### src/rtl/mux_rr_n_pkg.sv
// Shared constants and helpers for the round-robin N:1 mux.
// Optional packet lock is enabled by defining MUX_RR_LOCK_EN.
`ifndef MUX_RR_N_PKG_SV
`define MUX_RR_N_PKG_SV

// Channel i of a flattened bus of W-bit lanes.
`define MUX_SLICE(bus, i, w) bus[(i)*(w) +: (w)]

package mux_pkg;

  localparam int N_DEF = 4;
  localparam int W_DEF = 8;

  function automatic int clog2(input int value);
    int r;
    r = 0;
    for (int v = value - 1; v > 0; v = v >> 1) begin
      r++;
    end
    return r;
  endfunction

endpackage

`endif

### src/rtl/mux_rr_n_if.sv
// Producer/consumer bundle for mux_rr_n: N flattened input lanes, one tagged output.
interface mux_rr_n_if
  import mux_pkg::*;
#(
  parameter int N = N_DEF,
  parameter int W = W_DEF
);
  localparam int SELW = clog2(N);

  logic [N-1:0]    in_valid;
  logic [N*W-1:0]  in_data;
  logic [N-1:0]    in_last;
  logic [N-1:0]    in_ready;
  logic            out_valid;
  logic [W-1:0]    out_data;
  logic [SELW-1:0] out_sel;
  logic            out_last;
  logic            out_ready;

  // Mux side.
  modport slave (
    input  in_valid, in_data, in_last, out_ready,
    output in_ready, out_valid, out_data, out_sel, out_last
  );

  // Producers plus consumer side.
  modport master (
    output in_valid, in_data, in_last, out_ready,
    input  in_ready, out_valid, out_data, out_sel, out_last
  );

endinterface

### src/rtl/mux_rr_n_rr_arbiter.sv
// Combinational round-robin picker: first requester at or after ptr, wrapping mod N.
module rr_arbiter
  import mux_pkg::*;
#(
  parameter int N    = N_DEF,
  parameter int SELW = clog2(N)
) (
  input  logic [N-1:0]    req,
  input  logic [SELW-1:0] ptr,
  output logic [N-1:0]    gnt_onehot,
  output logic [SELW-1:0] gnt_idx,
  output logic            any
);

  always_comb begin
    int              t;
    logic [SELW-1:0] idx;
    gnt_onehot = '0;
    gnt_idx    = '0;
    any        = 1'b0;
    t          = 0;
    idx        = '0;
    for (int k = 0; k < N; k++) begin
      t = int'(ptr) + k;
      if (t >= N) t = t - N;
      idx = SELW'(t);
      if (!any && req[idx]) begin
        any             = 1'b1;
        gnt_onehot[idx] = 1'b1;
        gnt_idx         = idx;
      end
    end
  end

endmodule

### src/rtl/mux_rr_n.sv
// Registered N:1 round-robin mux with valid/ready on every port and channel tagging.
// Define MUX_RR_LOCK_EN to hold the grant on one channel until its in_last beat.
module mux_rr_n
  import mux_pkg::*;
#(
  parameter int N = N_DEF,
  parameter int W = W_DEF
) (
  input  logic      clk,
  input  logic      rst,
  mux_rr_n_if.slave bus
);

  localparam int SELW = clog2(N);

  logic [N-1:0]    req;
  logic [N-1:0]    gnt_onehot;
  logic [SELW-1:0] gnt_idx;
  logic            any;
  logic            load;
  logic            xfer;
  logic [W-1:0]    gnt_data;
  logic            gnt_last;
  logic [SELW-1:0] ptr_q;
  logic [SELW-1:0] ptr_next;
  logic            valid_q;
  logic [W-1:0]    data_q;
  logic [SELW-1:0] sel_q;
  logic            last_q;

`ifdef MUX_RR_LOCK_EN
  logic            locked_q;
  logic [SELW-1:0] lock_ch_q;

  // While a packet is open only its owner may be granted, even if it goes idle.
  always_comb begin
    req = bus.in_valid;
    if (locked_q) begin
      req = bus.in_valid & (N'(1) << lock_ch_q);
    end
  end
`else
  assign req = bus.in_valid;
`endif

  rr_arbiter #(
    .N    (N),
    .SELW (SELW)
  ) u_arb (
    .req        (req),
    .ptr        (ptr_q),
    .gnt_onehot (gnt_onehot),
    .gnt_idx    (gnt_idx),
    .any        (any)
  );

  assign load = !valid_q || bus.out_ready;
  assign xfer = any && load && !rst;

  assign bus.in_ready = xfer ? gnt_onehot : '0;

  always_comb begin
    gnt_data = '0;
    for (int i = 0; i < N; i++) begin
      if (gnt_onehot[i]) gnt_data = gnt_data | `MUX_SLICE(bus.in_data, i, W);
    end
  end

  assign gnt_last = |(gnt_onehot & bus.in_last);
  assign ptr_next = (gnt_idx == SELW'(N - 1)) ? '0 : gnt_idx + 1'b1;

  always_ff @(posedge clk) begin
    if (rst) begin
      valid_q   <= 1'b0;
      data_q    <= '0;
      sel_q     <= '0;
      last_q    <= 1'b0;
      ptr_q     <= '0;
`ifdef MUX_RR_LOCK_EN
      locked_q  <= 1'b0;
      lock_ch_q <= '0;
`endif
    end else if (load) begin
      if (xfer) begin
        valid_q <= 1'b1;
        data_q  <= gnt_data;
        sel_q   <= gnt_idx;
        last_q  <= gnt_last;
`ifdef MUX_RR_LOCK_EN
        if (gnt_last) begin
          locked_q <= 1'b0;
          ptr_q    <= ptr_next;
        end else begin
          locked_q  <= 1'b1;
          lock_ch_q <= gnt_idx;
        end
`else
        ptr_q   <= ptr_next;
`endif
      end else begin
        // Drain: payload registers keep their last value.
        valid_q <= 1'b0;
      end
    end
  end

  assign bus.out_valid = valid_q;
  assign bus.out_data  = data_q;
  assign bus.out_sel   = sel_q;
  assign bus.out_last  = last_q;

endmodule

### src/flat_wrapper.sv
// flat-port wrapper written by rule: the top's interface ports become plain ports
module mux_rr_n_flat import mux_pkg::*;
#(
  parameter int N = N_DEF,
  parameter int W = W_DEF
)
  (clk, rst, bus_in_valid, bus_in_data, bus_in_last, bus_out_ready, bus_in_ready, bus_out_valid, bus_out_data, bus_out_sel, bus_out_last);
  mux_rr_n_if #(.N(N), .W(W)) bus_i ();
  input  logic clk;
  input  logic rst;
  input wire logic [$bits(bus_i.in_valid)-1:0] bus_in_valid;
  input wire logic [$bits(bus_i.in_data)-1:0] bus_in_data;
  input wire logic [$bits(bus_i.in_last)-1:0] bus_in_last;
  input wire logic [$bits(bus_i.out_ready)-1:0] bus_out_ready;
  output wire logic [$bits(bus_i.in_ready)-1:0] bus_in_ready;
  output wire logic [$bits(bus_i.out_valid)-1:0] bus_out_valid;
  output wire logic [$bits(bus_i.out_data)-1:0] bus_out_data;
  output wire logic [$bits(bus_i.out_sel)-1:0] bus_out_sel;
  output wire logic [$bits(bus_i.out_last)-1:0] bus_out_last;
  assign bus_i.in_valid = bus_in_valid;
  assign bus_i.in_data = bus_in_data;
  assign bus_i.in_last = bus_in_last;
  assign bus_i.out_ready = bus_out_ready;
  assign bus_in_ready = bus_i.in_ready;
  assign bus_out_valid = bus_i.out_valid;
  assign bus_out_data = bus_i.out_data;
  assign bus_out_sel = bus_i.out_sel;
  assign bus_out_last = bus_i.out_last;
  mux_rr_n #(.N(N), .W(W)) u_core (.clk(clk), .rst(rst), .bus(bus_i));
endmodule
### config.mk
export PLATFORM = sky130hd
export DESIGN_NAME = mux_rr_n_flat
export DESIGN_NICKNAME = d
export VERILOG_FILES = /design/src/rtl/mux_rr_n_pkg.sv /design/src/rtl/mux_rr_n_if.sv /design/src/rtl/mux_rr_n_rr_arbiter.sv /design/src/rtl/mux_rr_n.sv /design/src/flat_wrapper.sv
export SDC_FILE = /design/constraint.sdc
export NUM_CORES = 1
export LEC_CHECK = 0
export BUFFER_PORTS_ARGS = -buffer_cell sky130_fd_sc_hd__buf_4
export CAP_MARGIN = 30
export CORE_ASPECT_RATIO = 0.75
export CORE_MARGIN = 2
export CORE_UTILIZATION = 51
export CTS_CLUSTER_DIAMETER = 100
export CTS_CLUSTER_SIZE = 20
export DETAILED_ROUTE_END_ITERATION = 8
export PLACE_DENSITY = 0.84
export SETUP_SLACK_MARGIN = 0.2
export SYNTH_ARGS = -nofsm -noshare
export SYNTH_HDL_FRONTEND = slang
export SYNTH_SLANG_ARGS = --single-unit
### constraint.sdc
create_clock -name clk -period 8.5 [get_ports clk]
set_input_delay 1.7 -clock clk [delete_from_list [all_inputs] [get_ports clk]]
set_output_delay 1.7 -clock clk [all_outputs]
set_load 0.01 [all_outputs]
==> impl_metrics.xml, run 1 <==
<?xml version="1.0" encoding="UTF-8"?>
<metrics>
  <group name="final_layout">
    <metric name="seqCellArea" unit="µm²">280</metric>
    <metric name="final_common_cell" unit="">buf_4</metric>
    <metric name="areaGrowthSynthToFinish" unit="%">32.2</metric>
    <metric name="fillerInstances" unit="">196</metric>
    <metric name="num-nets-final" unit="">274</metric>
    <metric name="antennaDiodeCount" unit="">0</metric>
    <metric name="layout_common_cells" unit="">buf_4 (59), a21oi_1 (38), a22oi_1 (19), dfxtp_1 (14)</metric>
    <metric name="drive_gt1_share" unit="%">33.5</metric>
    <metric name="multi_input_area" unit="µm²">1050</metric>
  </group>
  <group name="placement">
    <metric name="numPortBuffers" unit="">58</metric>
    <metric name="place_congestion" unit="">0.930</metric>
    <metric name="place_hpwl" unit="mm">3.62</metric>
    <metric name="pre_cts_slack" unit="ns">3.30</metric>
  </group>
  <group name="pwr">
    <metric name="power.share.sequential" unit="%">18.2</metric>
    <metric name="internal_power" unit="mW">0.295</metric>
    <metric name="p_sw_share" unit="%">49.9</metric>
    <metric name="vdd_drop_max" unit="V">0.000238</metric>
    <metric name="power_frac_comb" unit="%">70.8</metric>
    <metric name="pwr-share-clk" unit="%">11.0</metric>
    <metric name="net-switching-power" unit="mW">0.293</metric>
    <metric name="power.leakage" unit="nW">0.766</metric>
    <metric name="power_per_cell_area" unit="nW/µm²">307</metric>
  </group>
  <group name="yosys">
    <metric name="yosys.area.top_type" unit="">dfxtp_1</metric>
    <metric name="synth-warning-count" unit="">0</metric>
    <metric name="synth_fp_nets" unit="">225</metric>
    <metric name="post-synth-top-area-fraction" unit="%">19.3</metric>
    <metric name="synthesis.instances" unit="">176</metric>
    <metric name="synth_ff_type" unit="">dfxtp_1</metric>
    <metric name="post_synth_instance_area" unit="µm²">1450</metric>
    <metric name="yosysSeqAreaShare" unit="%">19.3</metric>
    <metric name="synth.lib_cells_used.distinct" unit="">41</metric>
    <metric name="postSynthAreaPerCell" unit="µm²">8.23</metric>
    <metric name="ys_seq_elements" unit="">14</metric>
    <metric name="postSynth.asyncResetShare" unit="%">0</metric>
    <metric name="number_of_synthesized_flops_with_an_enable_pin" unit="">0</metric>
    <metric name="synth.top_cells.by_area" unit="">dfxtp_1 (19%), a21oi_1 (13%), a22oi_1 (9.8%)</metric>
  </group>
  <group name="cts">
    <metric name="cts_tree" unit="">done</metric>
    <metric name="cts.htree.levels" unit="">1</metric>
    <metric name="clk_root_buffer_cell" unit="">clkbuf_8</metric>
    <metric name="post_cts_resize_count" unit="">0</metric>
    <metric name="clk_pin_slew_worst_paths" unit="ns">0.06</metric>
    <metric name="number_of_buffers_inserted_to_repair_setup_after_cts" unit="">0</metric>
    <metric name="cts_bufs_inserted" unit="">3</metric>
    <metric name="insertion_delay_of_the_later_clocked_pin_in_the_worst_skew_pair" unit="ns">0.24</metric>
    <metric name="clkSinkCount" unit="">14</metric>
    <metric name="holdBufCountCts" unit="">0</metric>
    <metric name="cts_buffer_depth" unit="">2</metric>
  </group>
  <group name="critical_path">
    <metric name="setup.worst_path.end_class" unit="">output pin</metric>
    <metric name="worstPathCellList" unit="">buf_4 -&gt; mux4_2 -&gt; nor2b_4 -&gt; a221oi_2 -&gt; a21oi_4 -&gt; a21oi_1 -&gt; nor2_1 -&gt; buf_4</metric>
    <metric name="crit_path_start_kind" unit="">primary input</metric>
    <metric name="slowest_stage" unit="">mux4_2</metric>
    <metric name="critical-path-top-cell-by-count" unit="">buf_4</metric>
    <metric name="ff2ff_setup_slack" unit="ns">5.19</metric>
    <metric name="critical_path.max_fanout" unit="">11</metric>
    <metric name="crit_path_class" unit="">primary input to output pin</metric>
    <metric name="path_buf_inv" unit="">2</metric>
    <metric name="cpLargestDelayFamily" unit="">multiplexers</metric>
    <metric name="worst_ep_arrival_time" unit="ns">3.55</metric>
    <metric name="slowest_delay" unit="ns">0.61</metric>
    <metric name="crit_required" unit="ns">6.80</metric>
  </group>
  <group name="routing">
    <metric name="wl_per_cell" unit="µm">18.7</metric>
    <metric name="routed_via_density" unit="">6.66</metric>
    <metric name="first_pass_iteration_count_of_the_detailed_router" unit="">8</metric>
    <metric name="num_vias" unit="">1732</metric>
    <metric name="drc_violations_left" unit="">0</metric>
    <metric name="antenna_violating_nets_post_route" unit="">0</metric>
    <metric name="drt_iter0_drc" unit="">220</metric>
    <metric name="drt_wl_total" unit="mm">4.85</metric>
  </group>
  <group name="job">
    <metric name="max-cap-violations" unit="">0</metric>
  </group>
  <group name="timing">
    <metric name="final_min_period" unit="ns">5.25</metric>
    <metric name="maxSlewHeadroom" unit="%">54.6</metric>
    <metric name="rsz0062_at_grt" unit="">false</metric>
    <metric name="finalClockSkew" unit="ns">0.00181</metric>
    <metric name="postLayoutSetupSlackWorst" unit="ns">3.25</metric>
    <metric name="timing_max_transition_violations_final" unit="">0</metric>
    <metric name="final.period_utilization" unit="%">61.7</metric>
    <metric name="timing.final.hold_violations" unit="">0</metric>
    <metric name="achievable-frequency" unit="GHz">0.191</metric>
    <metric name="worst_pin_slew" unit="ns">0.681</metric>
    <metric name="worst_hold_slack" unit="ns">0.459</metric>
    <metric name="report.final.setup_viol" unit="">0</metric>
    <metric name="finalSetupTns" unit="ns">0</metric>
  </group>
  <group name="global_route">
    <metric name="grt_start_max_net_pins" unit="">19</metric>
    <metric name="grt.total_usage" unit="%">30.4</metric>
    <metric name="grt_pass1_vias" unit="">1618</metric>
    <metric name="grt_pass1_wl" unit="mm">7.82</metric>
    <metric name="antenna_violations_before_repair" unit="">0</metric>
    <metric name="grt-ovfl-total" unit="">0</metric>
  </group>
  <group name="floorplan">
    <metric name="initial_core_util" unit="%">54.4</metric>
    <metric name="pin_count" unit="">59</metric>
    <metric name="chipHeight" unit="µm">50.2</metric>
    <metric name="area_of_the_die" unit="µm²">3290</metric>
    <metric name="rows" unit="">16</metric>
    <metric name="placeableCoreArea" unit="µm²">2660</metric>
    <metric name="die-width" unit="µm">65.5</metric>
  </group>
  <group name="hold_path">
    <metric name="hp-class" unit="">flop to flop</metric>
  </group>
  <group name="status">
    <metric name="status" unit="">finished clean</metric>
  </group>
</metrics>
==> worst paths after layout <==
check,from,cells after the start,endpoint
worst max-delay path,bus_in_valid[3],8,bus_in_ready[3]
worst min-delay path,u_core.bus.out_sel[0]$_SDFFE_PP0P_,2,u_core.bus.out_sel[0]$_SDFFE_PP0P_
worst max register to register,flop,7,u_core.bus.out_data[5]$_SDFFE_PP0P_
worst min register to register,u_core.bus.out_sel[0]$_SDFFE_PP0P_,2,u_core.bus.out_sel[0]$_SDFFE_PP0P_
==> layer usage <==
layer / part of all wire [%] / GRT usage (%)
met1: 41 / 41.8
met2: 46 / 49.5
met5: 0 / 0
met3: 11 / 3.59
met4: 2.2 / 10.1
==> tightest hold or removal path, cell delays in order, from the launching register on <==
cell,delay (ns)
dfxtp_1,0.31
nand2_1,0.05
a21oi_1,0.05
==> synthesized netlist by cell type, types with 3 or more instances <==
cell,instances
ha_1,6
nor2_1,8
a31oi_1,9
a21oi_4,4
inv_1,9
nand2b_1,3
a21oi_1,38
buf_2,4
nand2_1,6
a222oi_1,9
dfxtp_1,14
nand3_1,3
a22oi_1,19
clkbuf_1,8
==> layout make-up <==
class	count	area share, %
tap	36	2.35
timing repair buffer	59	23.1
clock buffer	4	2.87
multi-input combinational	137	55.1
sequential	14	14.6
inverter	10	1.96
==> cells by family after synthesis <==
logic type                 count (synthesis)  share of synthesized area [%]
and+or+nand+nor                           34                           13.0
AOI/OAI and AO/OA                         93                           50.2
buffers and inverters                     25                           7.86
muxes                                      3                           3.80
xor gates and xnor gates                   1                          0.605
adders and majority gates                  6                           5.18
DFF                                       14                           19.3
==> flip-flops by register name, indices dropped and copies added (netlist names), named ones only <==
signal,cells
u_core.bus.out_valid,1
u_core.bus.out_data,8
u_core.bus.out_last,1
u_core.bus.out_sel,2
u_core.ptr_q,1
==> power by group through the flow <==
| stage | Clock [mW] | Combinational, mW | Sequential [mW] |
|---|---|---|---|
| finish | 0.0645 | 0.416 | 0.107 |
| detailed placement | 0 | 0.401 | 0.108 |
| global route | 0.0671 | 0.442 | 0.111 |
| global placement | 0 | 0.390 | 0.106 |
| floorplan | 0 | 0.292 | 0.105 |
| CTS | 0.0641 | 0.403 | 0.107 |
==> per-stage QoR <==
stage / cell area [µm²] / instances / power, mW / utilization [%]
6_report: 1920 / 260 / 0.588 / 71.9
5_1_grt: 1920 / 260 / 0.620 / 71.9
3_5_place_dp: 1850 / 255 / 0.509 / 69.6
2_1_floorplan: 1450 / 176 / 0.397 / -
4_1_cts: 1910 / 259 / 0.574 / 71.7
3_3_place_gp: 1850 / 255 / 0.496 / 69.6
Note: power is estimated with default switching activity, not from simulation.
==> run 2: changes to the inputs <==
--- a/config.mk
+++ b/config.mk
@@ -5,15 +5,16 @@
 export SDC_FILE = /design/constraint.sdc
 export NUM_CORES = 1
 export LEC_CHECK = 0
+export ABC_AREA = 1
 export BUFFER_PORTS_ARGS = -buffer_cell sky130_fd_sc_hd__buf_4
 export CAP_MARGIN = 30
 export CORE_ASPECT_RATIO = 0.75
 export CORE_MARGIN = 2
-export CORE_UTILIZATION = 51
+export CORE_UTILIZATION = 43
 export CTS_CLUSTER_DIAMETER = 100
 export CTS_CLUSTER_SIZE = 20
 export DETAILED_ROUTE_END_ITERATION = 8
-export PLACE_DENSITY = 0.84
+export PLACE_DENSITY = 0.77
 export SETUP_SLACK_MARGIN = 0.2
 export SYNTH_ARGS = -nofsm -noshare
 export SYNTH_HDL_FRONTEND = slang
==> constraint.sdc (replaced) <==
create_clock -name clk -period 4.2 [get_ports clk]
set_input_delay 0.84 -clock clk [delete_from_list [all_inputs] [get_ports clk]]
set_output_delay 0.84 -clock clk [all_outputs]
set_load 0.01 [all_outputs]
==> run 2 against run 1 <==
  * Register-to-register slack lost 3.4 ns
  * Worst setup slack lost 2.4 ns
  * Final area shrank 4.2%
  * Largest power group unchanged
==> impl_metrics.xml, run 2 <==
<?xml version="1.0" encoding="UTF-8"?>
<metrics>
  <group name="status">
    <metric name="status" unit="">finished clean</metric>
  </group>
  <group name="timing">
    <metric name="finalSetupTns" unit="ns">0</metric>
    <metric name="maxSlewHeadroom" unit="%">76.3</metric>
    <metric name="worst_pin_slew" unit="ns">0.355</metric>
    <metric name="timing_max_transition_violations_final" unit="">0</metric>
    <metric name="achievable-frequency" unit="GHz">0.299</metric>
    <metric name="finalClockSkew" unit="ns">0.000501</metric>
    <metric name="timing.final.hold_violations" unit="">0</metric>
    <metric name="final_min_period" unit="ns">3.35</metric>
    <metric name="rsz0062_at_grt" unit="">false</metric>
    <metric name="report.final.setup_viol" unit="">0</metric>
    <metric name="final.period_utilization" unit="%">79.6</metric>
    <metric name="worst_hold_slack" unit="ns">0.462</metric>
  </group>
  <group name="placement">
    <metric name="numPortBuffers" unit="">58</metric>
    <metric name="place_congestion" unit="">0.843</metric>
    <metric name="place_hpwl" unit="mm">2.79</metric>
  </group>
  <group name="critical_path">
    <metric name="crit_path_class" unit="">flop to output pin</metric>
    <metric name="slowest_delay" unit="ns">0.53</metric>
    <metric name="worst_ep_arrival_time" unit="ns">2.51</metric>
    <metric name="ff2ff_setup_slack" unit="ns">1.78</metric>
    <metric name="crit_required" unit="ns">3.36</metric>
    <metric name="slowest_stage" unit="">dfxtp_1</metric>
    <metric name="setup.worst_path.end_class" unit="">output pin</metric>
    <metric name="worst-r2r-cell-count" unit="">12</metric>
    <metric name="crit_path_start_kind" unit="">flop</metric>
    <metric name="worstPathCellList" unit="">inv_2 -&gt; ha_1 -&gt; inv_1 -&gt; nand2_1 -&gt; nand2_1 -&gt; inv_1 -&gt; nand2_4 -&gt; nand2_4 -&gt; inv_4 -&gt; nand2_1 -&gt; inv_1 -&gt; buf_4</metric>
    <metric name="critical_path.max_fanout" unit="">22</metric>
    <metric name="r2r-end" unit="">u_core.bus.out_data[3]$_SDFFE_PP0P_</metric>
    <metric name="critical_path.endpoint" unit="">bus_in_ready[3]</metric>
  </group>
  <group name="hold_path">
    <metric name="hp-class" unit="">flop to flop</metric>
    <metric name="origin_of_the_worst_min_delay_path" unit="">u_core.bus.out_sel[1]$_SDFFE_PP0P_</metric>
    <metric name="hold-path-cell-count" unit="">2</metric>
  </group>
  <group name="yosys">
    <metric name="yosys.area.top_type" unit="">dfxtp_1</metric>
    <metric name="post-synth-top-count-cell" unit="">nand2_1</metric>
    <metric name="synth_ff_type" unit="">dfxtp_1</metric>
    <metric name="postSynthAreaPerCell" unit="µm²">6.24</metric>
    <metric name="ys_seq_elements" unit="">14</metric>
    <metric name="post_synth_instance_area" unit="µm²">1320</metric>
    <metric name="synthesis.instances" unit="">212</metric>
    <metric name="netlist_top_cells_count" unit="">nand2_1 (67), nor2_1 (26), nand3_1 (19)</metric>
    <metric name="post-synth-top-area-fraction" unit="%">21.2</metric>
    <metric name="postSynth.asyncResetShare" unit="%">0</metric>
    <metric name="synth_fp_nets" unit="">261</metric>
    <metric name="synth-warning-count" unit="">0</metric>
    <metric name="synth.lib_cells_used.distinct" unit="">23</metric>
    <metric name="yosysSeqAreaShare" unit="%">21.2</metric>
    <metric name="synth.top_cells.by_area" unit="">dfxtp_1 (21%), nand2_1 (19%), nor2_1 (7.4%)</metric>
    <metric name="number_of_synthesized_flops_with_an_enable_pin" unit="">0</metric>
  </group>
  <group name="global_route">
    <metric name="grt_pass1_wl" unit="mm">5.37</metric>
    <metric name="grt-ovfl-total" unit="">0</metric>
    <metric name="grt_most_used_layer" unit="">met1</metric>
    <metric name="met3_usage" unit="%">1.08</metric>
    <metric name="use_met2" unit="%">29.6</metric>
    <metric name="grt_start_max_net_pins" unit="">23</metric>
    <metric name="grt_pass1_vias" unit="">1253</metric>
    <metric name="antenna_violations_before_repair" unit="">0</metric>
    <metric name="grt_use_met1" unit="%">30.0</metric>
    <metric name="grt.total_usage" unit="%">19.6</metric>
  </group>
  <group name="routing">
    <metric name="drt_iter0_drc" unit="">59</metric>
    <metric name="first_pass_iteration_count_of_the_detailed_router" unit="">4</metric>
    <metric name="drt_wl_total" unit="mm">3.44</metric>
    <metric name="num_vias" unit="">1497</metric>
    <metric name="wl_per_cell" unit="µm">11.1</metric>
    <metric name="antenna_violating_nets_post_route" unit="">0</metric>
    <metric name="routed_via_density" unit="">4.84</metric>
    <metric name="drc_violations_left" unit="">0</metric>
  </group>
  <group name="final_layout">
    <metric name="areaGrowthSynthToFinish" unit="%">38.7</metric>
    <metric name="antennaDiodeCount" unit="">0</metric>
    <metric name="number_of_flip_flops_in_the_largest_register" unit="">8</metric>
    <metric name="fillerInstances" unit="">292</metric>
    <metric name="layout_common_cells" unit="">nand2_1 (67), buf_4 (58), nor2_1 (26), nand3_1 (19), inv_1 (17)</metric>
    <metric name="drive_gt1_share" unit="%">36.2</metric>
    <metric name="final_common_cell" unit="">nand2_1</metric>
    <metric name="num-nets-final" unit="">321</metric>
  </group>
  <group name="cts">
    <metric name="clk_pin_slew_worst_paths" unit="ns">0.05</metric>
    <metric name="cts_tree" unit="">done</metric>
    <metric name="insertion_delay_of_the_later_clocked_pin_in_the_worst_skew_pair" unit="ns">0.24</metric>
    <metric name="clk_root_buffer_cell" unit="">clkbuf_8</metric>
    <metric name="cts.htree.levels" unit="">1</metric>
    <metric name="number_of_buffers_inserted_to_repair_setup_after_cts" unit="">0</metric>
    <metric name="cts_bufs_inserted" unit="">3</metric>
    <metric name="clkSinkCount" unit="">14</metric>
    <metric name="holdBufCountCts" unit="">0</metric>
    <metric name="post_cts_resize_count" unit="">0</metric>
    <metric name="cts_buffer_depth" unit="">2</metric>
  </group>
  <group name="floorplan">
    <metric name="placeableCoreArea" unit="µm²">2940</metric>
    <metric name="initial_core_util" unit="%">45.1</metric>
    <metric name="rows" unit="">17</metric>
    <metric name="pin_count" unit="">59</metric>
    <metric name="chipHeight" unit="µm">52.1</metric>
    <metric name="die-width" unit="µm">68.1</metric>
    <metric name="area_of_the_die" unit="µm²">3540</metric>
  </group>
  <group name="pwr">
    <metric name="power.leakage" unit="nW">0.994</metric>
    <metric name="vdd_drop_max" unit="V">0.000285</metric>
    <metric name="power_per_cell_area" unit="nW/µm²">668</metric>
  </group>
  <group name="job">
    <metric name="max-cap-violations" unit="">0</metric>
  </group>
</metrics>
## run 2: cell types whose count changed after synthesis, sizes merged, moves of 7 or more
cell / previous run / this run
nand3: 3 / 25
nand2: 6 / 87
a222oi: 9 / 0
clkbuf: 8 / 1
a31oi: 9 / 0
a22oi: 19 / 0
inv: 9 / 21
nor2: 8 / 29
a21oi: 42 / 14
## run 2: cells by family (layout without fill, tap and decap cells)
logic type | Yosys count | count (layout) | share of synthesized area (%)
adder cells (fa/ha/maj) | 6 | 6 | 5.67
AND/OR/NAND/NOR | 145 | 145 | 54.3
buffers and inverters | 24 | 83 | 8.13
flip-flops | 14 | 14 | 21.2
AO/OA/AOI/OAI | 23 | 23 | 10.7
## run 2: through the flow
stage | std cells | setup WS [ns] | util [%] | cell area, µm² | total power, mW
after floorplan | 212 | 1.49 | - | 1320 | 0.846
after global placement | 305 | 1.18 | 60.7 | 1780 | 1.08
after detailed placement | 305 | 1.12 | 60.7 | 1780 | 1.10
after CTS | 309 | 0.858 | 62.5 | 1840 | 1.23
after global routing | 309 | 0.652 | 62.5 | 1840 | 1.34
final | 309 | 0.855 | 62.5 | 1840 | 1.23
## run 2: critical path, delay by kind of cell, from the launching register on
kind,cells,cell delay [ns]
adders and majority gates,1,0.42
buffers and inverters,6,0.82
DFF,1,0.53
and+or+nand+nor,5,0.48
## run 2: per-layer routing
layer	wire length, µm	vias up
met5	0	-
met4	34	0
met3	148	4
met2	1540	38
met1	1710	660
li1	-	795
## run 2: cell type report
| type | count | area (µm²) | area share [%] |
|---|---|---|---|
| repair buffers | 58 | 435 | 23.7 |
| multi-input cells | 174 | 936 | 51.0 |
| flip-flops and latches | 14 | 280 | 15.3 |
| well taps | 38 | 47.5 | 2.59 |
| clock buffers | 4 | 55.1 | 3.00 |
| inverters | 21 | 81.3 | 4.43 |
## run 2: worst min path at each step
stage                                          to  slack, ns
2_1_floorplan  u_core.bus.out_sel[1]$_SDFFE_PP0P_       0.48
3_5_place_dp   u_core.bus.out_sel[1]$_SDFFE_PP0P_       0.45
6_report       u_core.bus.out_sel[1]$_SDFFE_PP0P_       0.46
5_1_grt        u_core.bus.out_sel[1]$_SDFFE_PP0P_       0.48
3_3_place_gp   u_core.bus.out_sel[1]$_SDFFE_PP0P_       0.45
4_1_cts        u_core.bus.out_sel[1]$_SDFFE_PP0P_       0.46
## run 2: report_power, final
part	switching, mW	leakage [nW]	internal (mW)
clock	0.0438	0.0288	0.0828
sequential	0.0449	0.117	0.191
combinational	0.540	0.849	0.325
total	0.628	0.994	0.599
==> run 3: changes to the inputs <==
--- a/config.mk
+++ b/config.mk
@@ -10,11 +10,11 @@
 export CAP_MARGIN = 30
 export CORE_ASPECT_RATIO = 0.75
 export CORE_MARGIN = 2
-export CORE_UTILIZATION = 43
+export CORE_UTILIZATION = 47
 export CTS_CLUSTER_DIAMETER = 100
 export CTS_CLUSTER_SIZE = 20
 export DETAILED_ROUTE_END_ITERATION = 8
-export PLACE_DENSITY = 0.77
+export PLACE_DENSITY = 0.8
 export SETUP_SLACK_MARGIN = 0.2
 export SYNTH_ARGS = -nofsm -noshare
 export SYNTH_HDL_FRONTEND = slang
==> constraint.sdc (replaced) <==
create_clock -name clk -period 3.3 [get_ports clk]
set_input_delay 0.66 -clock clk [delete_from_list [all_inputs] [get_ports clk]]
set_output_delay 0.66 -clock clk [all_outputs]
set_load 0.01 [all_outputs]
==> run 3 against run 2 <==
  * Final area is 0.20% higher
  * Largest power group unchanged
  * Sequential share of layout area is 0.10 points higher
  * Critical path depth grew 2
  * Sequential power is 28% higher
  * Highest routed layer unchanged
  * Register-to-register slack lost 0.70 ns
  * Clock power rose by 6%
  * Critical path type unchanged
  * Wire length rose by 1.3%
  * Global-route usage increased by 2.1 points
  * Sequential cell count unchanged
  * Total power increased by 28%
==> impl_metrics.xml, run 3 (synthesis gave the netlist of run 2 again) <==
<?xml version="1.0" encoding="UTF-8"?>
<metrics>
  <group name="critical_path">
    <metric name="critical-path-top-cell-by-count" unit="">nand2_4</metric>
    <metric name="critical_path.max_fanout" unit="">22</metric>
    <metric name="slowest_stage" unit="">dfxtp_2</metric>
    <metric name="slowest_delay" unit="ns">0.43</metric>
    <metric name="worst_ep_arrival_time" unit="ns">2.25</metric>
    <metric name="crit_path_start_kind" unit="">flop</metric>
    <metric name="crit_path_class" unit="">flop to output pin</metric>
    <metric name="path_buf_inv" unit="">6</metric>
    <metric name="setup.worst_path.end_class" unit="">output pin</metric>
    <metric name="worstPathCellList" unit="">inv_2 -&gt; ha_2 -&gt; inv_1 -&gt; nand2_2 -&gt; nand2_4 -&gt; nor2_8 -&gt; nand2_4 -&gt; inv_2 -&gt; nand2_4 -&gt; nand2_4 -&gt; inv_6 -&gt; nand2_1 -&gt; inv_1 -&gt; buf_4</metric>
    <metric name="cpLargestDelayFamily" unit="">simple AND/OR/NAND/NOR gates</metric>
    <metric name="crit_required" unit="ns">2.64</metric>
  </group>
  <group name="final_layout">
    <metric name="final_common_cell" unit="">nand2_1</metric>
    <metric name="finalInstanceArea" unit="µm²">1840</metric>
    <metric name="antennaDiodeCount" unit="">0</metric>
    <metric name="num-nets-final" unit="">321</metric>
    <metric name="number_of_flip_flops_in_the_largest_register" unit="">8</metric>
    <metric name="layout_common_cells" unit="">nand2_1 (67), buf_4 (58), nor2_1 (26), nand3_1 (19), inv_1 (17)</metric>
    <metric name="areaGrowthSynthToFinish" unit="%">38.9</metric>
    <metric name="drive_gt1_share" unit="%">37.0</metric>
  </group>
  <group name="global_route">
    <metric name="grt_pass1_wl" unit="mm">5.62</metric>
    <metric name="grt-ovfl-total" unit="">0</metric>
    <metric name="grt_pass1_vias" unit="">1343</metric>
    <metric name="grt.total_usage" unit="%">21.7</metric>
    <metric name="grt_start_max_net_pins" unit="">23</metric>
    <metric name="antenna_violations_before_repair" unit="">0</metric>
  </group>
  <group name="routing">
    <metric name="num_vias" unit="">1495</metric>
    <metric name="drc_violations_left" unit="">0</metric>
    <metric name="first_pass_iteration_count_of_the_detailed_router" unit="">4</metric>
    <metric name="wl_per_cell" unit="µm">11.4</metric>
    <metric name="antenna_violating_nets_post_route" unit="">0</metric>
    <metric name="drt_iter0_drc" unit="">45</metric>
    <metric name="routed_via_density" unit="">4.89</metric>
    <metric name="drt_wl_total" unit="mm">3.48</metric>
  </group>
  <group name="floorplan">
    <metric name="pin_count" unit="">59</metric>
    <metric name="die-width" unit="µm">65.3</metric>
    <metric name="area_of_the_die" unit="µm²">3260</metric>
    <metric name="placeableCoreArea" unit="µm²">2640</metric>
    <metric name="rows" unit="">16</metric>
    <metric name="initial_core_util" unit="%">50.1</metric>
    <metric name="chipHeight" unit="µm">50.0</metric>
  </group>
  <group name="timing">
    <metric name="timing_max_transition_violations_final" unit="">0</metric>
    <metric name="report.final.setup_viol" unit="">0</metric>
    <metric name="timing.final.hold_violations" unit="">0</metric>
    <metric name="worst_pin_slew" unit="ns">0.312</metric>
    <metric name="final_min_period" unit="ns">2.91</metric>
    <metric name="final.period_utilization" unit="%">88.1</metric>
    <metric name="rsz0062_at_grt" unit="">false</metric>
    <metric name="finalClockSkew" unit="ns">0.00336</metric>
    <metric name="finalSetupTns" unit="ns">0</metric>
    <metric name="achievable-frequency" unit="GHz">0.344</metric>
    <metric name="maxSlewHeadroom" unit="%">79.1</metric>
  </group>
  <group name="cts">
    <metric name="clk_root_buffer_cell" unit="">clkbuf_8</metric>
    <metric name="clk_pin_slew_worst_paths" unit="ns">0.05</metric>
    <metric name="number_of_buffers_inserted_to_repair_setup_after_cts" unit="">0</metric>
    <metric name="cts_bufs_inserted" unit="">3</metric>
    <metric name="clkSinkCount" unit="">14</metric>
    <metric name="cts_buffer_depth" unit="">2</metric>
    <metric name="insertion_delay_of_the_later_clocked_pin_in_the_worst_skew_pair" unit="ns">0.24</metric>
    <metric name="cts_tree" unit="">done</metric>
    <metric name="cts.htree.levels" unit="">1</metric>
  </group>
  <group name="placement">
    <metric name="numPortBuffers" unit="">58</metric>
    <metric name="place_congestion" unit="">0.846</metric>
    <metric name="place_hpwl" unit="mm">2.81</metric>
    <metric name="detailed_place.area" unit="µm²">1780</metric>
  </group>
  <group name="pwr">
    <metric name="power_per_cell_area" unit="nW/µm²">851</metric>
    <metric name="power.leakage" unit="nW">0.989</metric>
    <metric name="vdd_drop_max" unit="V">0.000510</metric>
  </group>
  <group name="hold_path">
    <metric name="hp-class" unit="">flop to flop</metric>
  </group>
  <group name="status">
    <metric name="status" unit="">finished clean</metric>
  </group>
  <group name="job">
    <metric name="max-cap-violations" unit="">0</metric>
  </group>
</metrics>
## run 3: path summary, 6_finish.rpt
path	cells past startpoint	from	slack [ns]	endpoint
worst max-delay path	14	flop	0.39	bus_in_ready[0]
worst min-delay path	2	u_core.bus.out_sel[1]$_SDFFE_PP0P_	0.47	u_core.bus.out_sel[1]$_SDFFE_PP0P_
worst max register to register	12	flop	1.08	u_core.bus.out_data[2]$_SDFFE_PP0P_
worst min register to register	2	u_core.bus.out_sel[1]$_SDFFE_PP0P_	0.47	u_core.bus.out_sel[1]$_SDFFE_PP0P_
## run 3: cell type report
cell class | instances | area (µm²)
inverters | 21 | 83.8
multi-input cells | 174 | 951
clock buffers | 3 | 41.3
flip-flops and latches | 14 | 283
fillers | 245 | 803
well taps | 36 | 45.0
repair buffers | 58 | 435
## run 3: repair_timing
item / CTS / global route
resized for setup: 1 / 5
hold buffers: 0 / 0
endpoints found under the setup margin: 4 / 4
## run 3: layer usage
layer  GRT usage, %  vias to the layer above  wire length [µm]
li1               -                      790                 -
met1           30.2                      655              1710
met2           34.2                       46              1580
met3           2.97                        4               169
met4           7.29                        0                34
met5              0                        -                 0
## run 3: power by group
part	internal, mW	total [mW]	switching (mW)	leakage [nW]
clock	0.0805	0.135	0.0540	0.0216
combinational	0.426	1.13	0.703	0.849
sequential	0.246	0.302	0.0565	0.118
## run 3: worst register-to-register path, cell delays in order (launching register included)
cell and delay [ns]:
dfxtp_2 0.43, inv_2 0.14, ha_2 0.35, inv_1 0.12
nand3_1 0.08, nand2_1 0.14, nor2_4 0.08, a21oi_2 0.14
nand3_2 0.21, nand2_1 0.11, nand3_1 0.09, nor2_1 0.15
nor2_1 0.06
## run 3: stage by stage
| step | utilization (%) | setup slack, ns | std cells | total power [mW] | hold WS (ns) |
|---|---|---|---|---|---|
| after floorplan | - | 0.770 | 212 | 1.08 | 0.481 |
| after global placement | 67.3 | 0.505 | 303 | 1.38 | 0.464 |
| after detailed placement | 67.3 | 0.451 | 303 | 1.40 | 0.460 |
| after CTS | 68.9 | 0.260 | 306 | 1.53 | 0.468 |
| after global routing | 69.6 | 0.218 | 306 | 1.70 | 0.498 |
| final | 69.6 | 0.393 | 306 | 1.57 | 0.469 |
